===== config.mk =====
export PLATFORM = sky130hd
export DESIGN_NAME = ga_pe_pipe
export DESIGN_NICKNAME = d
export VERILOG_FILES = /design/src/rtl/ga_pe_pkg.sv /design/src/rtl/ga_lfsr32.sv /design/src/rtl/ga_pe_pipe.sv
export SDC_FILE = /design/constraint.sdc
export NUM_CORES = 2
export LEC_CHECK = 0
export CELL_PAD_IN_SITES_DETAIL_PLACEMENT = 1
export CELL_PAD_IN_SITES_GLOBAL_PLACEMENT = 1
export CORE_UTILIZATION = 30
export CTS_CLUSTER_SIZE = 25
export DETAILED_ROUTE_END_ITERATION = 6
export PLACE_DENSITY_LB_ADDON = 0.1
export SLEW_MARGIN = 20
export SYNTH_ARGS = -nofsm -noshare
export SYNTH_HDL_FRONTEND = slang
export SYNTH_HIERARCHICAL = 1
export SYNTH_SLANG_ARGS = --single-unit

===== constraint.sdc =====
create_clock -name clk -period 6.2 [get_ports clk]
set_input_delay 0.93 -clock clk [delete_from_list [all_inputs] [get_ports clk]]
set_output_delay 0.93 -clock clk [all_outputs]
set_load 0.02 [all_outputs]

===== src/rtl/ga_pe_pkg.sv =====
// Shared types, LFSR constants and seed helpers for the GA processing element.
package ga_pe_pkg;

    typedef enum logic [1:0] {
        CO_SINGLE  = 2'd0,
        CO_UNIFORM = 2'd1,
        CO_TWO     = 2'd2
    } ga_co_mode_e;

    localparam int unsigned LFSR_W      = 32;
    // Right-shift Galois taps for x^32 + x^22 + x^2 + x + 1
    localparam logic [31:0] LFSR_POLY   = 32'h8020_0003;
    localparam logic [31:0] SEED_STRIDE = 32'h9E37_79B9;

    function automatic logic [LFSR_W-1:0] lfsr_next(input logic [LFSR_W-1:0] s);
        return s[0] ? ((s >> 1) ^ LFSR_POLY) : (s >> 1);
    endfunction

    function automatic logic [LFSR_W-1:0] nonzero(input logic [LFSR_W-1:0] v);
        return (v == '0) ? 32'h1 : v;
    endfunction

    // Per-lane seed: crossover LFSR from base/stride, perturb LFSR is its complement
    function automatic logic [LFSR_W-1:0] lane_seed(input logic [LFSR_W-1:0] base,
                                                    input int unsigned lane,
                                                    input logic perturb);
        logic [LFSR_W-1:0] xl;
        xl = nonzero(base ^ (32'(lane) * SEED_STRIDE));
        return perturb ? nonzero(~xl) : xl;
    endfunction

endpackage


===== src/rtl/ga_lfsr32.sv =====
// 32-bit Galois LFSR with synchronous load (load wins over step).
module ga_lfsr32
    import ga_pe_pkg::*;
#(
    parameter logic [31:0] RESET_SEED = 32'h1
) (
    input  logic        clk,
    input  logic        rst,
    input  logic        step,
    input  logic        load,
    input  logic [31:0] load_val,
    output logic [31:0] state
);

    always_ff @(posedge clk or negedge rst) begin
        if (!rst) begin
            state <= RESET_SEED;
        end else if (load) begin
            state <= load_val;
        end else if (step) begin
            state <= lfsr_next(state);
        end
    end

endmodule


===== src/rtl/ga_pe_pipe.sv =====
// Multi-lane GA processing element: crossover (stage 1) then bit-flip perturbation (stage 2).
// Optional GA_PE_MUT_CNT_EN adds a saturating count of mutated lanes at the output handshake.
module ga_pe_pipe
    import ga_pe_pkg::*;
#(
    parameter int unsigned GENE_W    = 32,
    parameter int unsigned LANES     = 4,
    parameter int unsigned PROB_W    = 8,
    parameter logic [31:0] SEED_BASE = 32'hACE1
) (
    input  logic                      clk,
    input  logic                      rst,
    input  logic [1:0]                cfg_mode,
    input  logic                      bias,
    input  logic [PROB_W-1:0]         co_prob,
    input  logic [PROB_W-1:0]         perturb_prob,
    input  logic                      seed_ld,
    input  logic [31:0]               seed,
    input  logic                      in_valid,
    output logic                      in_ready,
    input  logic [LANES*GENE_W-1:0]   parent0,
    input  logic [LANES*GENE_W-1:0]   parent1,
    output logic                      out_valid,
    input  logic                      out_ready,
    output logic [LANES*GENE_W-1:0]   child,
    output logic                      busy
`ifdef GA_PE_MUT_CNT_EN
   ,output logic [15:0]               mut_cnt
`endif
);

    localparam int unsigned IDX_W = $clog2(GENE_W);
    localparam int unsigned VEC_W = LANES * GENE_W;

    logic              ready_en;
    logic              s1_v;
    logic [VEC_W-1:0]  s1_vec;
    logic [PROB_W-1:0] s1_pprob;
    logic              accept;
    logic              s1_adv;
    logic              out_upd;
    logic              s1_v_nxt;
    logic              ov_nxt;
    logic [VEC_W-1:0]  co_vec;
    logic [VEC_W-1:0]  pt_vec;

    logic [31:0]       xl_state [LANES];
    logic [31:0]       pl_state [LANES];
    logic [GENE_W-1:0] co_gene  [LANES];
    logic [GENE_W-1:0] pt_gene  [LANES];

    // Crossover of one lane; mask bit set selects parent0
    function automatic logic [GENE_W-1:0] crossover(input logic [1:0]        mode,
                                                    input logic              sel1,
                                                    input logic [PROB_W-1:0] thr,
                                                    input logic [31:0]       x,
                                                    input logic [GENE_W-1:0] p0,
                                                    input logic [GENE_W-1:0] p1);
        logic [GENE_W-1:0] m;
        logic [IDX_W-1:0]  c;
        logic [IDX_W-1:0]  c2;
        logic [IDX_W-1:0]  lo;
        logic [IDX_W-1:0]  hi;
        m  = '0;
        c  = x[8 +: IDX_W];
        c2 = x[16 +: IDX_W];
        lo = (c < c2) ? c : c2;
        hi = (c < c2) ? c2 : c;
        for (int unsigned k = 0; k < GENE_W; k++) begin
            case (mode)
                2'(CO_UNIFORM): m[k] = x[k];
                2'(CO_TWO):     m[k] = !((k >= 32'(lo)) && (k < 32'(hi)));
                default:        m[k] = (k < 32'(c));
            endcase
        end
        if (x[PROB_W-1:0] < thr) begin
            return (p0 & m) | (p1 & ~m);
        end
        return sel1 ? p1 : p0;
    endfunction

    function automatic logic flip_hit(input logic [PROB_W-1:0] thr, input logic [31:0] p);
        return p[PROB_W-1:0] < thr;
    endfunction

    assign s1_adv   = s1_v && (!out_valid || out_ready);
    assign in_ready = ready_en && (!s1_v || s1_adv);
    assign accept   = in_valid && in_ready;
    assign out_upd  = !out_valid || out_ready;

    for (genvar i = 0; i < LANES; i++) begin : g_lane
        localparam logic [31:0] XL_SEED = lane_seed(SEED_BASE, i, 1'b0);
        localparam logic [31:0] PL_SEED = lane_seed(SEED_BASE, i, 1'b1);

        ga_lfsr32 #(.RESET_SEED(XL_SEED)) u_xl (
            .clk      (clk),
            .rst      (rst),
            .step     (accept),
            .load     (seed_ld),
            .load_val (lane_seed(seed, i, 1'b0)),
            .state    (xl_state[i])
        );

        ga_lfsr32 #(.RESET_SEED(PL_SEED)) u_pl (
            .clk      (clk),
            .rst      (rst),
            .step     (s1_adv),
            .load     (seed_ld),
            .load_val (lane_seed(seed, i, 1'b1)),
            .state    (pl_state[i])
        );

        assign co_gene[i] = crossover(cfg_mode, bias, co_prob, xl_state[i],
                                      parent0[i*GENE_W +: GENE_W], parent1[i*GENE_W +: GENE_W]);
        assign pt_gene[i] = s1_vec[i*GENE_W +: GENE_W]
                          ^ (GENE_W'(flip_hit(s1_pprob, pl_state[i])) << pl_state[i][8 +: IDX_W]);
    end

    always_comb begin
        co_vec = '0;
        pt_vec = '0;
        for (int k = 0; k < LANES; k++) begin
            co_vec[k*GENE_W +: GENE_W] = co_gene[k];
            pt_vec[k*GENE_W +: GENE_W] = pt_gene[k];
        end
    end

    always_comb begin
        s1_v_nxt = s1_v;
        ov_nxt   = out_valid;
        if (accept) begin
            s1_v_nxt = 1'b1;
        end else if (s1_adv) begin
            s1_v_nxt = 1'b0;
        end
        if (out_upd) begin
            ov_nxt = s1_v;
        end
    end

    // Stage 1: crossover result plus the captured perturbation threshold
    always_ff @(posedge clk or negedge rst) begin
        if (!rst) begin
            ready_en <= 1'b0;
            s1_v     <= 1'b0;
            s1_vec   <= '0;
            s1_pprob <= '0;
        end else begin
            ready_en <= 1'b1;
            s1_v     <= s1_v_nxt;
            if (accept) begin
                s1_vec   <= co_vec;
                s1_pprob <= perturb_prob;
            end
        end
    end

    // Stage 2 / output register: holds while the consumer stalls
    always_ff @(posedge clk or negedge rst) begin
        if (!rst) begin
            out_valid <= 1'b0;
            child     <= '0;
            busy      <= 1'b0;
        end else begin
            out_valid <= ov_nxt;
            busy      <= s1_v_nxt || ov_nxt;
            if (s1_adv) begin
                child <= pt_vec;
            end
        end
    end

`ifdef GA_PE_MUT_CNT_EN
    localparam int unsigned CNT_W = $clog2(LANES + 1);

    logic [CNT_W-1:0] hits;
    logic [CNT_W-1:0] mut_lanes;
    logic [16:0]      mut_sum;

    always_comb begin
        hits = '0;
        for (int k = 0; k < LANES; k++) begin
            hits = hits + CNT_W'(flip_hit(s1_pprob, pl_state[k]));
        end
        mut_sum = {1'b0, mut_cnt} + 17'(mut_lanes);
    end

    always_ff @(posedge clk or negedge rst) begin
        if (!rst) begin
            mut_lanes <= '0;
            mut_cnt   <= '0;
        end else begin
            if (s1_adv) begin
                mut_lanes <= hits;
            end
            if (out_valid && out_ready) begin
                mut_cnt <= mut_sum[16] ? 16'hFFFF : mut_sum[15:0];
            end
        end
    end
`endif

endmodule


==> results.toml <==
[outcome]
status = "finished clean"

[cts]
clk_path_buf_depth = 3
clk_latency_ns = 0.65
cts_buffers = 72
path_clk_slew_ns = 0.06
cts_tree = "yes"
ctsResizeCount = 0
cts.sinks = 524
cts_hold_buf = 0
cts_setup_buffers = 0
root_buffer = "clkbuf_16"
htreeDepth = 3

[place]
portBuffers = 442
pre_cts_slack_ns = 1.402
dp_hpwl_um = 128000
place_inst = 6242
place_congestion = 0.9291

[floorplanning]
fp.dieW_um = 354.3
rows = 128
die_h_um = 354.3
start_util_pct = 30.43
core_um2 = 122400
io_pins = 443
die_area_um2 = 125500

[global_routing]
antenna_found_initial = 19
grt_max_degree = 180
grt_overflow = 0
grt_pass1_vias = 35890
grt_usage_pct = 27.93
grt_pass1_wl_um = 262000

[timing]
fmax_ghz = 0.2293
hold_viol_final = 0
relSlewSlack_pct = 23.56
rsz0062_at_grt = "no"
fin_crit_ns = 4.360
period_share_pct = 70.33
setup-tns-final_ns = 0
finalMaxSlewViolations = 0
worst_pin_slew_ns = 1.147
skew_ns = 0.02751
setup_viol = 0
whs_ns = 0.3479
setup_ws_ns = 1.840

[worst_setup_path]
required_ns = 6.76
start_kind = "flop"
critPathKind = "flop to flop"
cp-end-kind = "flop"
path_max_fanout = 38
critPathArrivalTime_ns = 4.92

[cells_and_area]
drive_above_1_share_pct = 8.577
finalNetCount = 5077
final_cells = 6383
nFillCells = 14390
seqCellArea_um2 = 13270
synthToLayoutAreaGrowth_pct = 19.97
multi_input_area_um2 = 21030

[logic_synthesis]
yosysUniqueCellTypes = 90
synth_edf_count = 0
synth_seq_cells = 524
ys_warn_count = 6
synthCells = 4604
syn-num-nets = 4990
synthArstFlopShare_pct = 100.0
synth.avg_cell_area_um2 = 8.086
yosysSeqAreaShare_pct = 35.65
dominantRegCellSynth = "dfrtp_1"
netlist_area_um2 = 37230

[routing]
dr.pass1.iters = 5
routedWlPerCell_um = 28.09
drc_errors = 0
routed_wl_um = 179300
drt-initial-drc-count = 3329
avgViaCountPerCell = 5.738
vias = 36630
ant_nets = 0

[power]
power.density_nw_per_um2 = 323.0
power.total_mw = 14.43
max-vdd-ir-drop_mv = 0.2047
p_leak_nw = 17.75

[flow_run]
maxCapViolCount = 0

[hold_path]
hp-class = "input port to asynchronous set/reset pin"
==> metrics by stage <==
| step | utilization [%] | area, um2 |
|---|---|---|
| after floorplan | - | 37230 |
| after global placement | 34.54 | 42260 |
| after detailed placement | 34.56 | 42290 |
| after CTS | 36.47 | 44630 |
| after global routing | 36.50 | 44660 |
| final | 36.50 | 44670 |
==> synthesized netlist by cell type (41+ instances only) <==
master	n	area share (%)
ha_1	74	2.5
a21oi_1	179	2.4
a31oi_1	138	2.3
nand3_1	143	1.9
inv_1	170	1.7
or4_1	53	1.1
mux2i_1	381	10
clkbuf_1	415	4.2
o21ai_0	123	1.7
nand4_1	41	0.69
o211ai_1	97	2.0
a211oi_1	46	0.93
nand2b_1	44	0.74
nand2_1	676	6.8
or3_1	74	1.2
dfrtp_1	396	27
nor3_1	68	0.91
nor2_1	284	2.9
buf_2	57	0.77
o21ai_1	375	5.0
dfstp_2	128	9.0
==> final timing paths <==
kind	from	endpoint	slack (ns)	cells after the start
min reg2reg	child[45]$_DFFE_PN0P_	child[45]$_DFFE_PN0P_	0.49	2
min in group clk	child[45]$_DFFE_PN0P_	child[45]$_DFFE_PN0P_	0.49	2
max reg2reg	g_lane[1].u_xl/state[20]$_DFFE_PN1P_	s1_vec[59]$_DFFE_PN0P_	1.84	9
max in group asynchronous	rst	g_lane[0].u_xl/state[1]$_DFFE_PN0P_	4.49	2
max	g_lane[1].u_xl/state[20]$_DFFE_PN1P_	s1_vec[59]$_DFFE_PN0P_	1.84	9
min	rst	child[17]$_DFFE_PN0P_	0.35	1
==> sequential cells by signal, indices dropped and copies added (netlist names) <==
name	count
busy	1
s1_pprob	8
g_lane.u_pl/state	128
s1_vec	128
child	128
ready_en	1
g_lane.u_xl/state	128
out_valid	1
s1_v	1
==> where the power goes <==
part / internal [mW] / switching [mW]
Combinational: 1.98 / 3.19
Sequential: 4.15 / 0.847
Clock: 2.54 / 1.72
==> logic make-up (layout without fill, tap and decap cells) <==
kind of cell               Yosys count  count (layout)  share of synthesized area [%]
AOI/OAI and AO/OA                 1298            1298                          22.09
xor gates and xnor gates            21              21                         0.4940
adders and majority gates           74              74                          2.487
buffers and inverters              704             845                          8.214
DFF                                524             524                          35.65
muxes                              404             404                          10.95
other                                1              14                        0.01007
and+or+nand+nor                   1578            1578                          20.11
==> placed cells by master (no fill, tap or decap), types with 91 or more instances in the layout <==
master           synthesis  layout
o21ai_1                375     373
buf_4                    9      91
a31oi_1                138     138
nor2_1                 284     280
inv_1                  170     168
nand2_1                676     674
o21ai_0                123     123
a21oi_1                179     176
o211ai_1                97      97
dfstp_2                128     128
dfrtp_1                396     396
clkdlybuf4s50_1          0     437
mux2i_1                381     381
nand3_1                143     143
==> final cells by class <==
class	instances	share of cell area [%]
Multi-Input combinational cell	3376	47.08
Sequential cell	524	29.72
Timing Repair Buffer	542	11.83
Clock buffer	108	4.771
Tap cell	1625	4.552
Inverter	175	1.504
Clock inverter	20	0.4734
Antenna cell	13	0.07283
==> layer usage <==
layer	share of wire, %	up-vias	wire length, um	global-route usage, %
li1	-	16700	-	-
met5	0.027	-	48	0
met2	42	1251	75730	40.81
met1	49	18460	87360	42.30
met4	2.1	8	3789	6.681
met3	6.9	208	12340	4.545
==> worst max-delay path: stages, from the launching register on <==
cell      delay [ns]
dfstp_2         0.80
inv_1           0.21
ha_1            0.37
a21oi_2         0.44
o21a_2          0.84
a211o_1         0.45
nand2_1         0.11
a211oi_1        0.57
mux2_1          0.39
o211ai_1        0.10
Power figures use the tool's default switching activity.
